<file path="config.mk">
export PLATFORM = sky130hd
export DESIGN_NAME = hazard_scoreboard_flat
export DESIGN_NICKNAME = d
export VERILOG_FILES = /design/src/rtl/wisc_pkg.sv /design/src/rtl/hazard_scoreboard_if.sv /design/src/rtl/sb_slot.sv /design/src/rtl/hazard_scoreboard.sv /design/src/flat_wrapper.sv
export SDC_FILE = /design/constraint.sdc
export NUM_CORES = 1
export LEC_CHECK = 0
export BUFFER_PORTS_ARGS = -buffer_cell sky130_fd_sc_hd__buf_2
export CAP_MARGIN = 20
export CORE_MARGIN = 2
export CORE_UTILIZATION = 30
export CTS_BUF_LIST = sky130_fd_sc_hd__clkbuf_16
export CTS_CLUSTER_SIZE = 10
export DETAILED_ROUTE_END_ITERATION = 8
export PLACE_DENSITY = 0.55
export SLEW_MARGIN = 15
export SYNTH_ARGS = -nofsm -noshare
export SYNTH_HDL_FRONTEND = slang
export SYNTH_HIERARCHICAL = 1
export SYNTH_SLANG_ARGS = --single-unit
</file>
<file path="constraint.sdc">
create_clock -name clk -period 3.6 [get_ports clk]
set_input_delay 0.72 -clock clk [delete_from_list [all_inputs] [get_ports clk]]
set_output_delay 0.72 -clock clk [all_outputs]
set_load 0.05 [all_outputs]
</file>
<file path="src/rtl/wisc_pkg.sv">
// wisc_pkg
// Shared types and constants for the WISC pipeline hazard logic.
//   REG_IDX_W  : width of a register index (8 architectural registers)
//   NUM_REGS   : number of architectural registers
//   slot_t     : one in-flight pipeline slot {v, wreg, hlt}
//   sb_state_e : hazard controller state {RUN, DRAIN, HALTED}
package wisc_pkg;

  localparam int REG_IDX_W = 3;
  localparam int NUM_REGS  = 1 << REG_IDX_W;

  // v    : the instruction in this slot writes wreg
  // wreg : destination register index
  // hlt  : the instruction in this slot is HALT (never writes)
  typedef struct packed {
    logic                 v;
    logic [REG_IDX_W-1:0] wreg;
    logic                 hlt;
  } slot_t;

  typedef enum logic [1:0] {
    RUN    = 2'd0,
    DRAIN  = 2'd1,
    HALTED = 2'd2
  } sb_state_e;

endpackage

</file>
<file path="src/rtl/hazard_scoreboard_if.sv">
// hazard_scoreboard_if
// Bundle between the decode stage and the hazard scoreboard.
//   Decode -> scoreboard : id_valid, id_readReg1/2, id_rd1_used/id_rd2_used,
//                          id_writeReg, id_regWrite, id_halt, flush
//   Scoreboard -> decode : stall, bubble_ex, pend_mask, halted, stall_cnt
// The decode side uses the master modport, the scoreboard the slave modport.
interface hazard_scoreboard_if
  import wisc_pkg::*;
#(
  parameter int CNT_W = 16
) ();

  logic                 id_valid;
  logic [REG_IDX_W-1:0] id_readReg1;
  logic [REG_IDX_W-1:0] id_readReg2;
  logic                 id_rd1_used;
  logic                 id_rd2_used;
  logic [REG_IDX_W-1:0] id_writeReg;
  logic                 id_regWrite;
  logic                 id_halt;
  logic                 flush;

  logic                 stall;
  logic                 bubble_ex;
  logic [NUM_REGS-1:0]  pend_mask;
  logic                 halted;
  logic [CNT_W-1:0]     stall_cnt;

  modport master (
    output id_valid, id_readReg1, id_readReg2, id_rd1_used, id_rd2_used,
           id_writeReg, id_regWrite, id_halt, flush,
    input  stall, bubble_ex, pend_mask, halted, stall_cnt
  );

  modport slave (
    input  id_valid, id_readReg1, id_readReg2, id_rd1_used, id_rd2_used,
           id_writeReg, id_regWrite, id_halt, flush,
    output stall, bubble_ex, pend_mask, halted, stall_cnt
  );

endinterface

</file>
<file path="src/rtl/sb_slot.sv">
// sb_slot
// One pipeline-tracking slot of the hazard scoreboard (EX, MEM or WB).
// Loads d on every rising clock edge; cleared to empty by async reset.
//   clk   : clock, rising edge
//   rst_n : asynchronous active-low reset
//   d     : slot contents for the next cycle
//   q     : current slot contents
module sb_slot
  import wisc_pkg::*;
(
  input  logic  clk,
  input  logic  rst_n,
  input  slot_t d,
  output slot_t q
);

  // The chain has no enable: instructions leave EX/MEM/WB every cycle,
  // and stalls are represented by empty slots entering EX.
  always_ff @(posedge clk or negedge rst_n) begin
    if (!rst_n) begin
      q <= '0;
    end else begin
      q <= d;
    end
  end

endmodule

</file>
<file path="src/rtl/hazard_scoreboard.sv">
// hazard_scoreboard
// Hazard controller beside the WISC decode stage. Tracks destination
// registers in flight in EX/MEM/WB, stalls on read-after-write hazards,
// drops the ID instruction on a flush and drains the pipe on HALT.
// No forwarding: the register file writes in the first half-cycle, so an
// instruction in WB never conflicts with a read in ID.
//   clk   : clock, rising edge
//   rst_n : asynchronous active-low reset
//   hz    : decode-side bundle (slave modport), see hazard_scoreboard_if
module hazard_scoreboard
  import wisc_pkg::*;
#(
  parameter int CNT_W = 16
) (
  input  logic                clk,
  input  logic                rst_n,
  hazard_scoreboard_if.slave  hz
);

  slot_t               ex_d;
  slot_t               ex_q;
  slot_t               mem_q;
  slot_t               wb_q;

  sb_state_e           state_q;
  sb_state_e           state_d;

  logic                src1_hit;
  logic                src2_hit;
  logic                raw;
  logic                accept;
  logic                stall_c;
  logic                halted_c;
  logic [NUM_REGS-1:0] pend_c;
  logic [CNT_W-1:0]    stall_cnt_q;

  // EX -> MEM -> WB shift chain
  sb_slot u_ex  (.clk(clk), .rst_n(rst_n), .d(ex_d),  .q(ex_q));
  sb_slot u_mem (.clk(clk), .rst_n(rst_n), .d(ex_q),  .q(mem_q));
  sb_slot u_wb  (.clk(clk), .rst_n(rst_n), .d(mem_q), .q(wb_q));

  // Hazard detection. Only EX and MEM matter; R0 is a real register.
  // Flush wins over a hazard so IF can redirect, and once the pipe is
  // draining nothing more is accepted.
  always_comb begin
    src1_hit = hz.id_rd1_used &
               ((ex_q.v  & (ex_q.wreg  == hz.id_readReg1)) |
                (mem_q.v & (mem_q.wreg == hz.id_readReg1)));
    src2_hit = hz.id_rd2_used &
               ((ex_q.v  & (ex_q.wreg  == hz.id_readReg2)) |
                (mem_q.v & (mem_q.wreg == hz.id_readReg2)));
    raw      = src1_hit | src2_hit;
    accept   = hz.id_valid & ~hz.flush & ~raw & (state_q == RUN);
    stall_c  = (raw & hz.id_valid & ~hz.flush) | (state_q != RUN);
  end

  // Next EX slot: the accepted instruction, else an empty bubble.
  // A HALT never marks a register as pending.
  always_comb begin
    ex_d = '0;
    if (accept) begin
      ex_d.v    = hz.id_regWrite & ~hz.id_halt;
      ex_d.wreg = hz.id_writeReg;
      ex_d.hlt  = hz.id_halt;
    end
  end

  // Pending-write view built only from slot registers.
  always_comb begin
    pend_c = '0;
    if (ex_q.v) begin
      pend_c[ex_q.wreg] = 1'b1;
    end
    if (mem_q.v) begin
      pend_c[mem_q.wreg] = 1'b1;
    end
  end

  // FSM state register
  always_ff @(posedge clk or negedge rst_n) begin
    if (!rst_n) begin
      state_q <= RUN;
    end else begin
      state_q <= state_d;
    end
  end

  // FSM next state. HALTED is terminal until reset.
  always_comb begin
    state_d = state_q;
    case (state_q)
      RUN:     if (accept && hz.id_halt) state_d = DRAIN;
      DRAIN:   if (wb_q.hlt)             state_d = HALTED;
      HALTED:  state_d = HALTED;
      default: state_d = RUN;
    endcase
  end

  // halted must be visible in the cycle the HALT occupies WB, one cycle
  // before the FSM itself enters HALTED.
  always_comb begin
    halted_c = (state_q == HALTED) | ((state_q == DRAIN) & wb_q.hlt);
  end

  // Saturating count of stalled cycles, including DRAIN and HALTED.
  always_ff @(posedge clk or negedge rst_n) begin
    if (!rst_n) begin
      stall_cnt_q <= '0;
    end else if (stall_c && (stall_cnt_q != {CNT_W{1'b1}})) begin
      stall_cnt_q <= stall_cnt_q + 1'b1;
    end
  end

  assign hz.stall     = stall_c;
  assign hz.bubble_ex = ~accept;
  assign hz.pend_mask = pend_c;
  assign hz.halted    = halted_c;
  assign hz.stall_cnt = stall_cnt_q;

endmodule

</file>
<file path="src/flat_wrapper.sv">
// flat-port wrapper written by rule: the top's interface ports become plain ports
module hazard_scoreboard_flat import wisc_pkg::*;
#(
  parameter int CNT_W = 16
)
  (clk, rst_n, hz_id_valid, hz_id_readReg1, hz_id_readReg2, hz_id_rd1_used, hz_id_rd2_used, hz_id_writeReg, hz_id_regWrite, hz_id_halt, hz_flush, hz_stall, hz_bubble_ex, hz_pend_mask, hz_halted, hz_stall_cnt);
  hazard_scoreboard_if #(.CNT_W(CNT_W)) hz_i ();
  input  logic clk;
  input  logic rst_n;
  input wire logic [$bits(hz_i.id_valid)-1:0] hz_id_valid;
  input wire logic [$bits(hz_i.id_readReg1)-1:0] hz_id_readReg1;
  input wire logic [$bits(hz_i.id_readReg2)-1:0] hz_id_readReg2;
  input wire logic [$bits(hz_i.id_rd1_used)-1:0] hz_id_rd1_used;
  input wire logic [$bits(hz_i.id_rd2_used)-1:0] hz_id_rd2_used;
  input wire logic [$bits(hz_i.id_writeReg)-1:0] hz_id_writeReg;
  input wire logic [$bits(hz_i.id_regWrite)-1:0] hz_id_regWrite;
  input wire logic [$bits(hz_i.id_halt)-1:0] hz_id_halt;
  input wire logic [$bits(hz_i.flush)-1:0] hz_flush;
  output wire logic [$bits(hz_i.stall)-1:0] hz_stall;
  output wire logic [$bits(hz_i.bubble_ex)-1:0] hz_bubble_ex;
  output wire logic [$bits(hz_i.pend_mask)-1:0] hz_pend_mask;
  output wire logic [$bits(hz_i.halted)-1:0] hz_halted;
  output wire logic [$bits(hz_i.stall_cnt)-1:0] hz_stall_cnt;
  assign hz_i.id_valid = hz_id_valid;
  assign hz_i.id_readReg1 = hz_id_readReg1;
  assign hz_i.id_readReg2 = hz_id_readReg2;
  assign hz_i.id_rd1_used = hz_id_rd1_used;
  assign hz_i.id_rd2_used = hz_id_rd2_used;
  assign hz_i.id_writeReg = hz_id_writeReg;
  assign hz_i.id_regWrite = hz_id_regWrite;
  assign hz_i.id_halt = hz_id_halt;
  assign hz_i.flush = hz_flush;
  assign hz_stall = hz_i.stall;
  assign hz_bubble_ex = hz_i.bubble_ex;
  assign hz_pend_mask = hz_i.pend_mask;
  assign hz_halted = hz_i.halted;
  assign hz_stall_cnt = hz_i.stall_cnt;
  hazard_scoreboard #(.CNT_W(CNT_W)) u_core (.clk(clk), .rst_n(rst_n), .hz(hz_i));
endmodule
</file>
After elaboration in Yosys (flattened, before gate mapping)

Cells that the tools add are included.

Flip-flop bits (word level): 29
Latch bits: 0
Bits in read-only memories: 0
Output and inout port bits: 27
Memory bits (writable): 0
Bits of input ports: 17
Memories: 0

Shifts and indexed selects: 0
Bitwise operators: 23
Muxes and demuxes: 10
$mul: 0
Reduce and logical (&&, ||, !) cells: 7
$lt $le $gt $ge: 4
$add $sub $neg: 1
Div/mod/pow operators: 0
Equality and inequality tests: 9

Operators with widths:

| operator                | count |
|---|---|
| $add A16 B1 Y16 const B | 1 |
| $mux W8                 | 2 |
| $ne A16 B16 Y1 const B  | 1 |
| $and A1 B1 Y1           | 13 |
| $eq A3 B3 Y1            | 4 |
| $lt A3 B4 Y1 const B    | 2 |
| $or A8 B8 Y8            | 1 |
| $demux W1 S3            | 2 |
| $ge A3 B1 Y1 const B    | 2 |
| $pmux W2 S3             | 1 |
| $mux W5                 | 1 |
| $or A1 B1 Y1            | 5 |
| $logic_and A1 B1 Y1     | 4 |
| $mux W2                 | 2 |
| $ne A2 B2 Y1 const B    | 2 |
| $not A1 Y1              | 4 |
| $eq A2 B1 Y1 const B    | 1 |
| $eq A2 B2 Y1 const B    | 1 |
| $logic_not A2 Y1        | 1 |
| $mux W1                 | 2 |
| $reduce_and A2 Y1       | 1 |
| $reduce_bool A2 Y1      | 1 |

Depth between registers and ports, before layout

Word-level depth: 11
Mapped depth: 9
Depth with buffers taken out: 7

By module

The synthesis kept the hierarchy.

Modules (own cells, without submodules):

| module            | sequential area each (um^2) | cells each | area an instance (um^2) | instances |
|---|---|---|---|---|
| hazard_scoreboard | 450.4                       | 141        | 1393.8                  | 1 |
| sb_slot           | 125.1                       | 5          | 125.1                   | 3 |

Worst setup path after synthesis

Ideal clock, no wire load.

Path type: input-to-output
Start point: in hz_id_readReg1[2]
End point: out hz_stall
Arrival time: 2.280 ns
Cell stages on the path: 6
Path buffers: 2
Path slack: 0.600 ns
Cell sequence: xor2_2 -> o41ai_4 -> nor3_2 -> buf_6 -> buf_6 -> nor2_1

Cells in the longest elaborated chain, start to end: 8
Elaborated cells between the ends (all ways): 10

Ends and longest elaborated chain:

| element                                 | line                                             | text |
|---|---|---|
| start: declaration                      | flat_wrapper.sv:11                               | `input wire logic [$bits(hz_i.id_readReg1)-1:0] hz_id_readReg1;` |
| $eq A3 B3 Y1, on equally long branches  | hazard_scoreboard.sv:47, hazard_scoreboard.sv:48 |  |
| $and A1 B1 Y1, on equally long branches | hazard_scoreboard.sv:47, hazard_scoreboard.sv:48 |  |
| $or A1 B1 Y1 (*)                        | hazard_scoreboard.sv:47                          | `((ex_q.v & (ex_q.wreg == hz.id_readReg1)) \|` |
| $and A1 B1 Y1 (*)                       | hazard_scoreboard.sv:46                          | `src1_hit = hz.id_rd1_used &` |
| $or A1 B1 Y1 (*)                        | hazard_scoreboard.sv:52                          | `raw = src1_hit \| src2_hit;` |
| $and A1 B1 Y1 (*) (2 in series)         | hazard_scoreboard.sv:54                          | `stall_c = (raw & hz.id_valid & ~hz.flush) \| (state_q != RUN);` |
| $or A1 B1 Y1 (*)                        | hazard_scoreboard.sv:54                          |  |
| end: declaration                        | flat_wrapper.sv:19                               | `output wire logic [$bits(hz_i.stall)-1:0] hz_stall;` |

Mark *: on every way between the ends. The rest lies on a longest branch, timed or not.

Worst setup path after layout

Ends and elaborated chain as after synthesis.

==> insert_results.sql <==
INSERT INTO impl_metrics (metric_group, metric, value, unit) VALUES
('outcome', 'run_status', 'completed', ''),
('floorplanning', 'initial_standard_cell_utilization_of_the_core', '30.69', '%'),
('min_path', 'min_delay_worst_endpoint', 'u_core/u_mem/q[0]', ''),
('min_path', 'hp-start', 'u_core/u_ex/q[0]', ''),
('placement', 'dp_cells', '264', ''),
('logic_synthesis', 'synthesis.yosys.warnings', '6', ''),
('placement', 'gp_congestion', '0.7511', ''),
('floorplanning', 'dieArea', '6176', 'um2'),
('worst_setup_path', 'critical_path.n_buffers_inverters', '2', ''),
('final_layout', 'antenna-diode-count', '0', ''),
('clock_network', 'cts_post_setup_buffers_inserted', '0', ''),
('worst_setup_path', 'crit_path_required_time', '2880', 'ps'),
('worst_setup_path', 'rr_startpoint', 'u_core/u_ex/q[3]', ''),
('placement', 'port_buffers', '43', ''),
('logic_synthesis', 'synthesis.area_per_instance', '10.98', 'um2'),
('logic_synthesis', 'netlist_area', '1669', 'um2'),
('floorplanning', 'die_h', '78.59', 'um'),
('routing', 'post_drt_via_cell_ratio', '4.768', ''),
('timing', 'fmaxAchievable', '0.3700', 'GHz'),
('timing', 'hold_violations', '0', ''),
('clock_network', 'tritoncts_clock_tree', 'done', ''),
('routing', 'finalWirelength', '3630', 'um'),
('final_layout', 'syn2layout_area_growth', '24.74', '%'),
('worst_setup_path', 'crit_path_max_fanout', '3', ''),
('worst_setup_path', 'timing.critical_path.slowest_cell_delay', '420', 'ps'),
('min_path', 'hold_class', 'flip-flop to flip-flop', ''),
('global_route', 'antenna_violations_before_repair', '0', ''),
('clock_network', 'numCtsBuffers', '5', ''),
('clock_network', 'clk-insertion-delay-late', '260', 'ps'),
('clock_network', 'clock_tree.buffer_depth', '2', ''),
('global_route', 'first_global_vias', '1335', ''),
('timing', 'timing.slew.headroom', '56.31', '%'),
('timing', 'setup_violations', '0', ''),
('timing', 'layout_worst_path_cycle_share', '75.08', '%'),
('worst_setup_path', 'cp_data_arrival_time', '1980', 'ps'),
('routing', 'routed-via-count', '1297', ''),
('timing', 'min_period', '2703', 'ps'),
('timing', 'final-max-slew-violation-count', '0', ''),
('worst_setup_path', 'critPathKind', 'input pin to output pin', ''),
('timing', 'worst-slew-pin-transition', '655.4', 'ps'),
('worst_setup_path', 'cp-end-kind', 'output pin', ''),
('clock_network', 'cts-resized-gates', '0', ''),
('clock_network', 'clock_sinks', '29', ''),
('placement', 'dp_hpwl', '2669', 'um'),
('pwr', 'pwr_cell_area', '746.2', 'nW/um2'),
('floorplanning', 'boundaryPins', '44', ''),
('timing', 'hold_slack', '348.8', 'ps'),
('routing', 'antenna_violating_nets_post_route', '0', ''),
('worst_setup_path', 'crit_path_start_kind', 'input pin', ''),
('timing', 'final.setup_skew', '3.259', 'ps'),
('global_route', 'grt_start_max_net_pins', '30', ''),
('worst_setup_path', 'critPathMostFrequentCell', 'sky130_fd_sc_hd__buf_2', ''),
('logic_synthesis', 'netlist_instances', '152', ''),
('timing', 'fin_tns_setup', '0', 'ps'),
('routing', 'detail_route.wl_per_cell', '13.35', 'um'),
('job', 'max_cap_viol_count', '0', ''),
('final_layout', 'post_route_cells_drive_above_1_share', '33.00', '%'),
('final_layout', 'final-instance-count-excl-fill', '272', ''),
('clock_network', 'clkSlewWorstSetupHoldPaths', '50', 'ps'),
('routing', 'detailedRoute.firstIterationViolations', '32', ''),
('global_route', 'grt.total_usage', '12.61', '%'),
('floorplanning', 'floorplan.core_area', '5439', 'um2'),
('clock_network', 'cts_max_level', '2', ''),
('worst_setup_path', 'reg2reg_to', 'u_core/hz.stall_cnt[1]', ''),
('final_layout', 'fin_nets', '221', ''),
('worst_setup_path', 'critical_path.slowest_cell', 'sky130_fd_sc_hd__nor4_1', ''),
('routing', 'drt_drc_violations_left', '0', ''),
('logic_synthesis', 'postSynthNetCount', '174', ''),
('worst_setup_path', 'critPathTopFamily', 'simple AND/OR/NAND/NOR gates', ''),
('clock_network', 'ctsHoldBuffers', '0', ''),
('timing', 'grt_setup_unrepaired', 'no', ''),
('routing', 'drt_pre_antenna_iters', '4', ''),
('pwr', 'max-vdd-ir-drop', '0.5508', 'mV'),
('worst_setup_path', 'critical_path.cell_chain', 'buf_2 -> xor2_1 -> nor4_1 -> nor3_2 -> nor2_1 -> buf_2', ''),
('worst_setup_path', 'reg2reg_setup_slack', '1370', 'ps'),
('pwr', 'p_leak', '0.0009783', 'uW'),
('clock_network', 'clock-root-buffer', 'sky130_fd_sc_hd__clkbuf_16', ''),
('worst_setup_path', 'r2r.worst_path.cells', '7', ''),
('min_path', 'min_delay_path_depth', '0', ''),
('floorplanning', 'placement_rows', '27', ''),
('floorplanning', 'die_width', '78.59', 'um'),
('global_route', 'global_route.overflow_total', '0', ''),
('global_route', 'wire_length_of_the_first_global_routing_pass', '6168', 'um');
## state kept, by name, summed over array words and instances (netlist names)
| name | count |
|---|---|
| u_core/u_ex/q | 5 |
| u_core/state_q | 2 |
| u_core/u_wb/q | 1 |
| u_core/hz.stall_cnt | 16 |
| u_core/u_mem/q | 5 |
## cells in the final DEF, fill, tap and decap left out, drive strengths merged, types with 2 or more instances in the layout
| cell | instances |
|---|---|
| and3 | 5 |
| buf | 45 |
| clkbuf | 5 |
| clkinv | 3 |
| dfrtp | 29 |
| ha | 5 |
| inv | 4 |
| mux2 | 3 |
| nand2 | 11 |
| nand2b | 7 |
| nand3 | 5 |
| nand4 | 8 |
| nor2 | 6 |
| nor2b | 3 |
| nor3 | 9 |
| nor3b | 2 |
| nor4 | 4 |
| o21ai | 2 |
| o22ai | 6 |
| o32ai | 2 |
| xnor2 | 7 |
| xor2 | 20 |
## metal layers
metal  track usage, %  vias to the layer above  share of wire (%)
met5                0                        -                  0
met4            4.211                        0               0.44
met3            2.759                        2                7.8
met2            19.91                       50                 44
met1            17.07                      618                 48
li1                 -                      627                  -
## cell type report
cell class                 instances  area [um2]
fill                             567        3357
clock buffer                       5       125.1
tap                               72       90.09
timing repair buffer              45       230.2
inverter                           4       15.01
sequential                        29       725.7
clock inverter                     3       12.51
multi-input combinational        114       883.3
## metrics by stage
step / power (uW) / area, um2 / utilization [%] / worst slack (ps)
detailed placement: 1186 / 1944 / 35.75 / 903.1
global route: 1650 / 2082 / 38.28 / 799.3
global placement: 1182 / 1944 / 35.75 / 876.2
floorplan: 1035 / 1669 / - / 599.6
finish: 1554 / 2082 / 38.28 / 897.0
CTS: 1572 / 2082 / 38.28 / 902.7
## where the power goes
group	switching, uW	internal [uW]
registers	93.8	397
logic	465	224
clock network	126	248
## worst max path at each step
stage,slack (ps),endpoint,from,cells past startpoint
6_report,900,hz_stall,hz_id_readReg1[2],6
5_1_grt,800,hz_stall,hz_id_readReg1[2],6
4_1_cts,900,hz_stall,hz_id_readReg1[2],6
3_5_place_dp,900,hz_stall,hz_id_readReg1[2],6
3_3_place_gp,880,hz_stall,hz_id_readReg1[2],6
2_1_floorplan,600,hz_stall,hz_id_readReg1[2],6
Note: power is estimated with default switching activity, not from simulation.
